--- src/rtl/timer_ctrl.sv ---
// Countdown-timer controller for the M:SS seven-segment display path.
// Holds minutes / tens-of-seconds / seconds as BCD digits and counts them
// down once per prescaled tick, sequenced by a four-state FSM.
// Optional feature macro: TIMER_BLINK_EN. When it is defined, the digits
// alternate between 4'hF (blanked by the decoder) and 0:00 while in DONE.
module timer_ctrl #(
    parameter int TICK_DIV = 50_000_000,
    parameter int CNT_W    = 26
) (
    input  logic       clk,
    input  logic       rst_n,
    input  logic       start,
    input  logic       stop,
    input  logic       clear,
    input  logic       load,
    input  logic [3:0] load_min,
    input  logic [3:0] load_sec_tens,
    input  logic [3:0] load_sec_ones,
    output logic [3:0] min,
    output logic [3:0] sec_tens,
    output logic [3:0] sec_ones,
    output logic       running,
    output logic       done
);

    typedef enum logic [1:0] {
        S_IDLE  = 2'b00,
        S_RUN   = 2'b01,
        S_PAUSE = 2'b10,
        S_DONE  = 2'b11
    } state_t;

    localparam logic [CNT_W-1:0] LP_TOP = CNT_W'(TICK_DIV - 1);

    state_t           r_state;
    state_t           w_next;
    logic [CNT_W-1:0] r_cnt;
    logic [3:0]       r_min;
    logic [3:0]       r_tens;
    logic [3:0]       r_ones;
    logic             r_running;
    logic             r_done;

    logic             w_cnt_en;
    logic             w_tick;
    logic             w_load_ok;
    logic             w_zero;
    logic             w_last;
    logic             w_dec;

`ifdef TIMER_BLINK_EN
    logic             r_blank;
`endif

    // Clamp a preset digit to its legal maximum.
    function automatic logic [3:0] f_sat(input logic [3:0] d, input logic [3:0] lim);
        return (d > lim) ? lim : d;
    endfunction

    // One-second BCD decrement with borrow from seconds to tens to minutes.
    function automatic logic [11:0] f_dec(input logic [3:0] m, input logic [3:0] t,
                                          input logic [3:0] o);
        if (o != 4'd0)
            return {m, t, o - 4'd1};
        else if (t != 4'd0)
            return {m, t - 4'd1, 4'd9};
        else
            return {m - 4'd1, 4'd5, 4'd9};
    endfunction

    assign w_zero    = ({r_min, r_tens, r_ones} == 12'h000);
    assign w_last    = ({r_min, r_tens, r_ones} == 12'h001);
    // Load is only honoured while the timer is not counting.
    assign w_load_ok = load && ((r_state == S_IDLE) || (r_state == S_DONE));
`ifdef TIMER_BLINK_EN
    assign w_cnt_en  = (r_state == S_RUN) || (r_state == S_DONE);
`else
    assign w_cnt_en  = (r_state == S_RUN);
`endif
    assign w_tick    = w_cnt_en && (r_cnt == LP_TOP);
    // A stop on the tick cycle discards that tick.
    assign w_dec     = (r_state == S_RUN) && w_tick && !stop;

    // State register.
    always_ff @(posedge clk or negedge rst_n) begin
        if (!rst_n)
            r_state <= S_IDLE;
        else
            r_state <= w_next;
    end

    // Next-state logic with priority clear > load > stop > start.
    always_comb begin
        w_next = r_state;
        if (clear) begin
            w_next = S_IDLE;
        end else if (w_load_ok) begin
            w_next = S_IDLE;
        end else begin
            case (r_state)
                S_IDLE:  if (start && !w_zero) w_next = S_RUN;
                S_RUN: begin
                    if (stop)
                        w_next = S_PAUSE;
                    else if (w_tick && w_last)
                        w_next = S_DONE;
                end
                S_PAUSE: if (start) w_next = S_RUN;
                S_DONE:  w_next = S_DONE;
            endcase
        end
    end

    // Prescaler: runs while counting, holds in PAUSE so resume keeps the sub-second phase.
    always_ff @(posedge clk or negedge rst_n) begin
        if (!rst_n)
            r_cnt <= '0;
        else if (clear || w_load_ok)
            r_cnt <= '0;
        else if ((r_state == S_IDLE) && (w_next == S_RUN))
            r_cnt <= '0;
        else if (w_cnt_en)
            r_cnt <= w_tick ? '0 : r_cnt + 1'b1;
    end

    // Digit registers: clear, saturating preset, per-tick decrement (and blink in DONE).
    always_ff @(posedge clk or negedge rst_n) begin
        if (!rst_n)
            {r_min, r_tens, r_ones} <= 12'h000;
        else if (clear)
            {r_min, r_tens, r_ones} <= 12'h000;
        else if (w_load_ok)
            {r_min, r_tens, r_ones} <= {f_sat(load_min, 4'd9),
                                        f_sat(load_sec_tens, 4'd5),
                                        f_sat(load_sec_ones, 4'd9)};
        else if (w_dec)
            {r_min, r_tens, r_ones} <= w_last ? 12'h000 : f_dec(r_min, r_tens, r_ones);
`ifdef TIMER_BLINK_EN
        else if ((r_state == S_DONE) && w_tick)
            {r_min, r_tens, r_ones} <= r_blank ? 12'h000 : 12'hFFF;
`endif
    end

`ifdef TIMER_BLINK_EN
    // Blank flag toggles on each tick in DONE and drops as soon as DONE is left.
    always_ff @(posedge clk or negedge rst_n) begin
        if (!rst_n)
            r_blank <= 1'b0;
        else if (w_next != S_DONE)
            r_blank <= 1'b0;
        else if ((r_state == S_DONE) && w_tick)
            r_blank <= ~r_blank;
    end
`endif

    // Registered status: running mirrors RUN, done pulses on the RUN->DONE edge.
    always_ff @(posedge clk or negedge rst_n) begin
        if (!rst_n) begin
            r_running <= 1'b0;
            r_done    <= 1'b0;
        end else begin
            r_running <= (w_next == S_RUN);
            r_done    <= (r_state == S_RUN) && (w_next == S_DONE);
        end
    end

    assign min      = r_min;
    assign sec_tens = r_tens;
    assign sec_ones = r_ones;
    assign running  = r_running;
    assign done     = r_done;

endmodule
--- config.mk ---
export PLATFORM = sky130hd
export DESIGN_NAME = timer_ctrl
export DESIGN_NICKNAME = d
export VERILOG_FILES = /design/src/rtl/timer_ctrl.sv
export SDC_FILE = /design/constraint.sdc
export NUM_CORES = 1
export LEC_CHECK = 0
export ABC_CLOCK_PERIOD_IN_PS = 2810
export BUFFER_PORTS_ARGS = -buffer_cell sky130_fd_sc_hd__buf_2
export CELL_PAD_IN_SITES_DETAIL_PLACEMENT = 1
export CELL_PAD_IN_SITES_GLOBAL_PLACEMENT = 1
export CORE_MARGIN = 5
export CORE_UTILIZATION = 46
export CTS_BUF_LIST = sky130_fd_sc_hd__clkbuf_8
export DETAILED_ROUTE_END_ITERATION = 10
export HOLD_SLACK_MARGIN = 0.12
export PLACE_DENSITY_LB_ADDON = 0.05
export SYNTH_ARGS = -nofsm -noshare
export SYNTH_HDL_FRONTEND = slang
export SYNTH_SLANG_ARGS = --single-unit
--- constraint.sdc ---
create_clock -name clk -period 2.81 [get_ports clk]
set_clock_uncertainty 0.1 [all_clocks]
set_input_delay 0 -clock clk [delete_from_list [all_inputs] [get_ports clk]]
set_output_delay 0 -clock clk [all_outputs]
set_load 0.005 [all_outputs]
==> flow_summary_export.csv <==
group,metric,value,unit
cts,clk_pin_slew,0.09,ns
worst_hold_path,holdCritPathClass,"input pin to flip-flop",
grt,grt_max_degree,43,
timing,finalMaxSlewViolations,0,
cts,worstSkewPairLatency,0.31,ns
timing,max_freq,364,MHz
cts,cts_sinks,42,
timing,finalCritPeriodShare,97.8,%
synth,synth.area.top_cells,"dfrtp_1 (37%), a21oi_1 (5.0%), ha_1 (4.9%)",
final_layout,fin_nets,415,
power_and_ir_drop,ir_drop,408,uV
final_layout,final_util,58.2,%
setup_path,crit_required,2.89,ns
placed_design,dp_hpwl,6.16,mm
cts,htreeDepth,2,
synth,syn_area,0.00282,sq mm
route,drtPass1Iterations,4,
grt,grt_antenna_before_repair,0,
timing,final.setup.tns,0,ns
die,core_area,0.00596,sq mm
route,drtAntennaViolNets,0,
grt,grt.total_usage,25.3,%
setup_path,critPathCaptureType,"flip-flop",
grt,grt.overflow.total,0,
route,wire_per_inst,20.4,um
timing,fin_ws,0.0623,ns
final_layout,antenna_cells,0,
synth,yosysTopAreaCellShare,37.3,%
setup_path,worstPathArrival,2.83,ns
power_and_ir_drop,power_leakage,1.41,nW
route,num_vias,2900,
placed_design,io_buffer_count,31,
placed_design,place_congestion,0.842,
die,rows,28,
synth,yosysMostFrequentCell,"dfrtp_1",
placed_design,pre_cts_slack,0.137,ns
cts,root_buffer,"clkbuf_8",
grt,grt_pass1_wl,15.5,mm
cts,clockBufferDepth,2,
final_layout,layout-drive-gt1-share,18.9,%
setup_path,crit_fanout,6,
final_layout,n_fill_cell,735,
die,initial_core_util,47.3,%
route,drt_iter0_drc,191,
die,die-area,0.00779,sq mm
synth,synthFlopType,"dfrtp_1",
final_layout,multi_input_area,0.00168,sq mm
synth,ys_ff_latch,42,
synth,ys_seq_area_share,37.3,%
setup_path,critPathLaunchType,"flip-flop",
power_and_ir_drop,p_per_area,739,mW/mm^2
synth,synth_top_area_cell,"dfrtp_1",
job,drv_cap,0,
die,die_w,88.3,um
synth,async_flop_share,100,%
timing,finalSetupViolations,0,
synth,yosys-top-cells-count,"dfrtp_1 (42), nor2_1 (35), a21oi_1 (28)",
route,vias_per_cell,6.28,
route,drt_wl_total,9.41,mm
timing,period_minus_slack,2.75,ns
timing,hold_viol,0,
synth,synthCells,328,
synth,synth_nets,357,
setup_path,crit_type,"flip-flop to flip-flop",
die,ios,32,
synth,ys_warn_count,0,
die,die_h,88.3,um
placed_design,dp_cells,433,
cts,cts_tree,"done",
final_layout,seq_area,0.00105,sq mm
synth,synth_edf_count,0,
final_layout,syn_to_final_growth,22.9,%
final_layout,final_cells,462,
synth,avgSynthCellArea,8.59,sq um
route,route.detailed.drc,0,
grt,grt_pass1_vias,2979,
timing,worst_slew_pin_slew,0.983,ns
status,status,"finished, final reports clean",
timing,slew_headroom,34.5,%
power_and_ir_drop,p_total,2.56,mW
synth,yosysUniqueCellTypes,59,
cts,cts_buffers,5,
[per-stage QoR]
stage	hold slack (ns)	area (sq um)
after floorplan	-0.396	2820
after global placement	0.121	3090
after detailed placement	0.122	3090
after CTS	0.142	3430
after global routing	0.203	3460
final	0.185	3460
[metal layers]
metal | global-route usage, % | part of all wire [%]
met5 | 0 | 0
met1 | 35.6 | 47
met3 | 2.70 | 3.5
met4 | 5.77 | 0.72
met2 | 42.1 | 49
[what timing repair did]
item,4_1_cts,5_1_grt
endpoints found under the hold margin,54,0
hold buffers,20,0
buffers inserted,0,1
endpoints found under the setup margin,0,8
gates resized for setup,0,5
[worst max-delay path, cell delays in order (launching register included)]
cell           delay (ns)
dfrtp_1              0.46
inv_1                0.13
ha_1                 0.34
nand2b_1             0.17
buf_4                0.17
a2111oi_1            0.41
dlygate4sd3_1        0.61
nor2_1               0.04
o211ai_1             0.10
o21ai_0              0.10
[area by class of cell]
cell class / count / share of cell area (%)
multi-input cells: 259 / 48.5
flip-flops and latches: 42 / 30.3
repair buffers: 63 / 12.9
well taps: 75 / 2.71
clock buffers: 5 / 1.99
clock inverters: 3 / 1.99
inverters: 15 / 1.63
[final timing paths]
kind,from,to,slack [ns],depth (start not counted)
min reg2reg,min[1],min[1],0.43,2
max,r_state[0],sec_tens[0],0.06,9
max in group asynchronous,rst_n,min[2],1.68,2
max reg2reg,r_state[0],sec_tens[0],0.06,9
min,stop,min[1],0.18,4
min in group asynchronous,rst_n,sec_tens[2],0.31,2
[logic make-up after synthesis]
group / share of synthesized area (%)
AO/OA/AOI/OAI: 20.7
multiplexers: 1.07
adder cells (fa/ha/maj): 4.88
AND/OR/NAND/NOR: 29.9
XOR/XNOR: 2.17
flip-flops: 37.3
buffers and inverters: 4.04
[registers in the layout, summed over array words and instances (netlist names)]
| register | cells |
|---|---|
| sec_tens | 4 |
| r_cnt | 26 |
| done | 1 |
| min | 4 |
| running | 1 |
| sec_ones | 4 |
| r_state | 2 |
[where the power goes]
| part | switching (mW) | leakage (nW) | total (mW) | internal [mW] |
|---|---|---|---|---|
| combinational | 0.699 | 0.764 | 1.17 | 0.468 |
| clock | 0.236 | 0.0683 | 0.593 | 0.356 |
| sequential | 0.119 | 0.577 | 0.800 | 0.681 |
[cells in the final DEF, fill, tap and decap left out, drive strengths merged, types with 7 or more instances in the layout]
cell type    netlist  layout
buf                5      43
dfrtp             42      42
nor2              35      35
a21oi             28      28
o21ai             28      28
nand2             25      25
dlygate4sd3        0      20
inv               15      15
nand3             12      12
ha                11      11
nor4              11      11
nor3              11      11
nand4              8       8
o31ai              7       7
No activity file was read; power rests on OpenSTA's default activity.
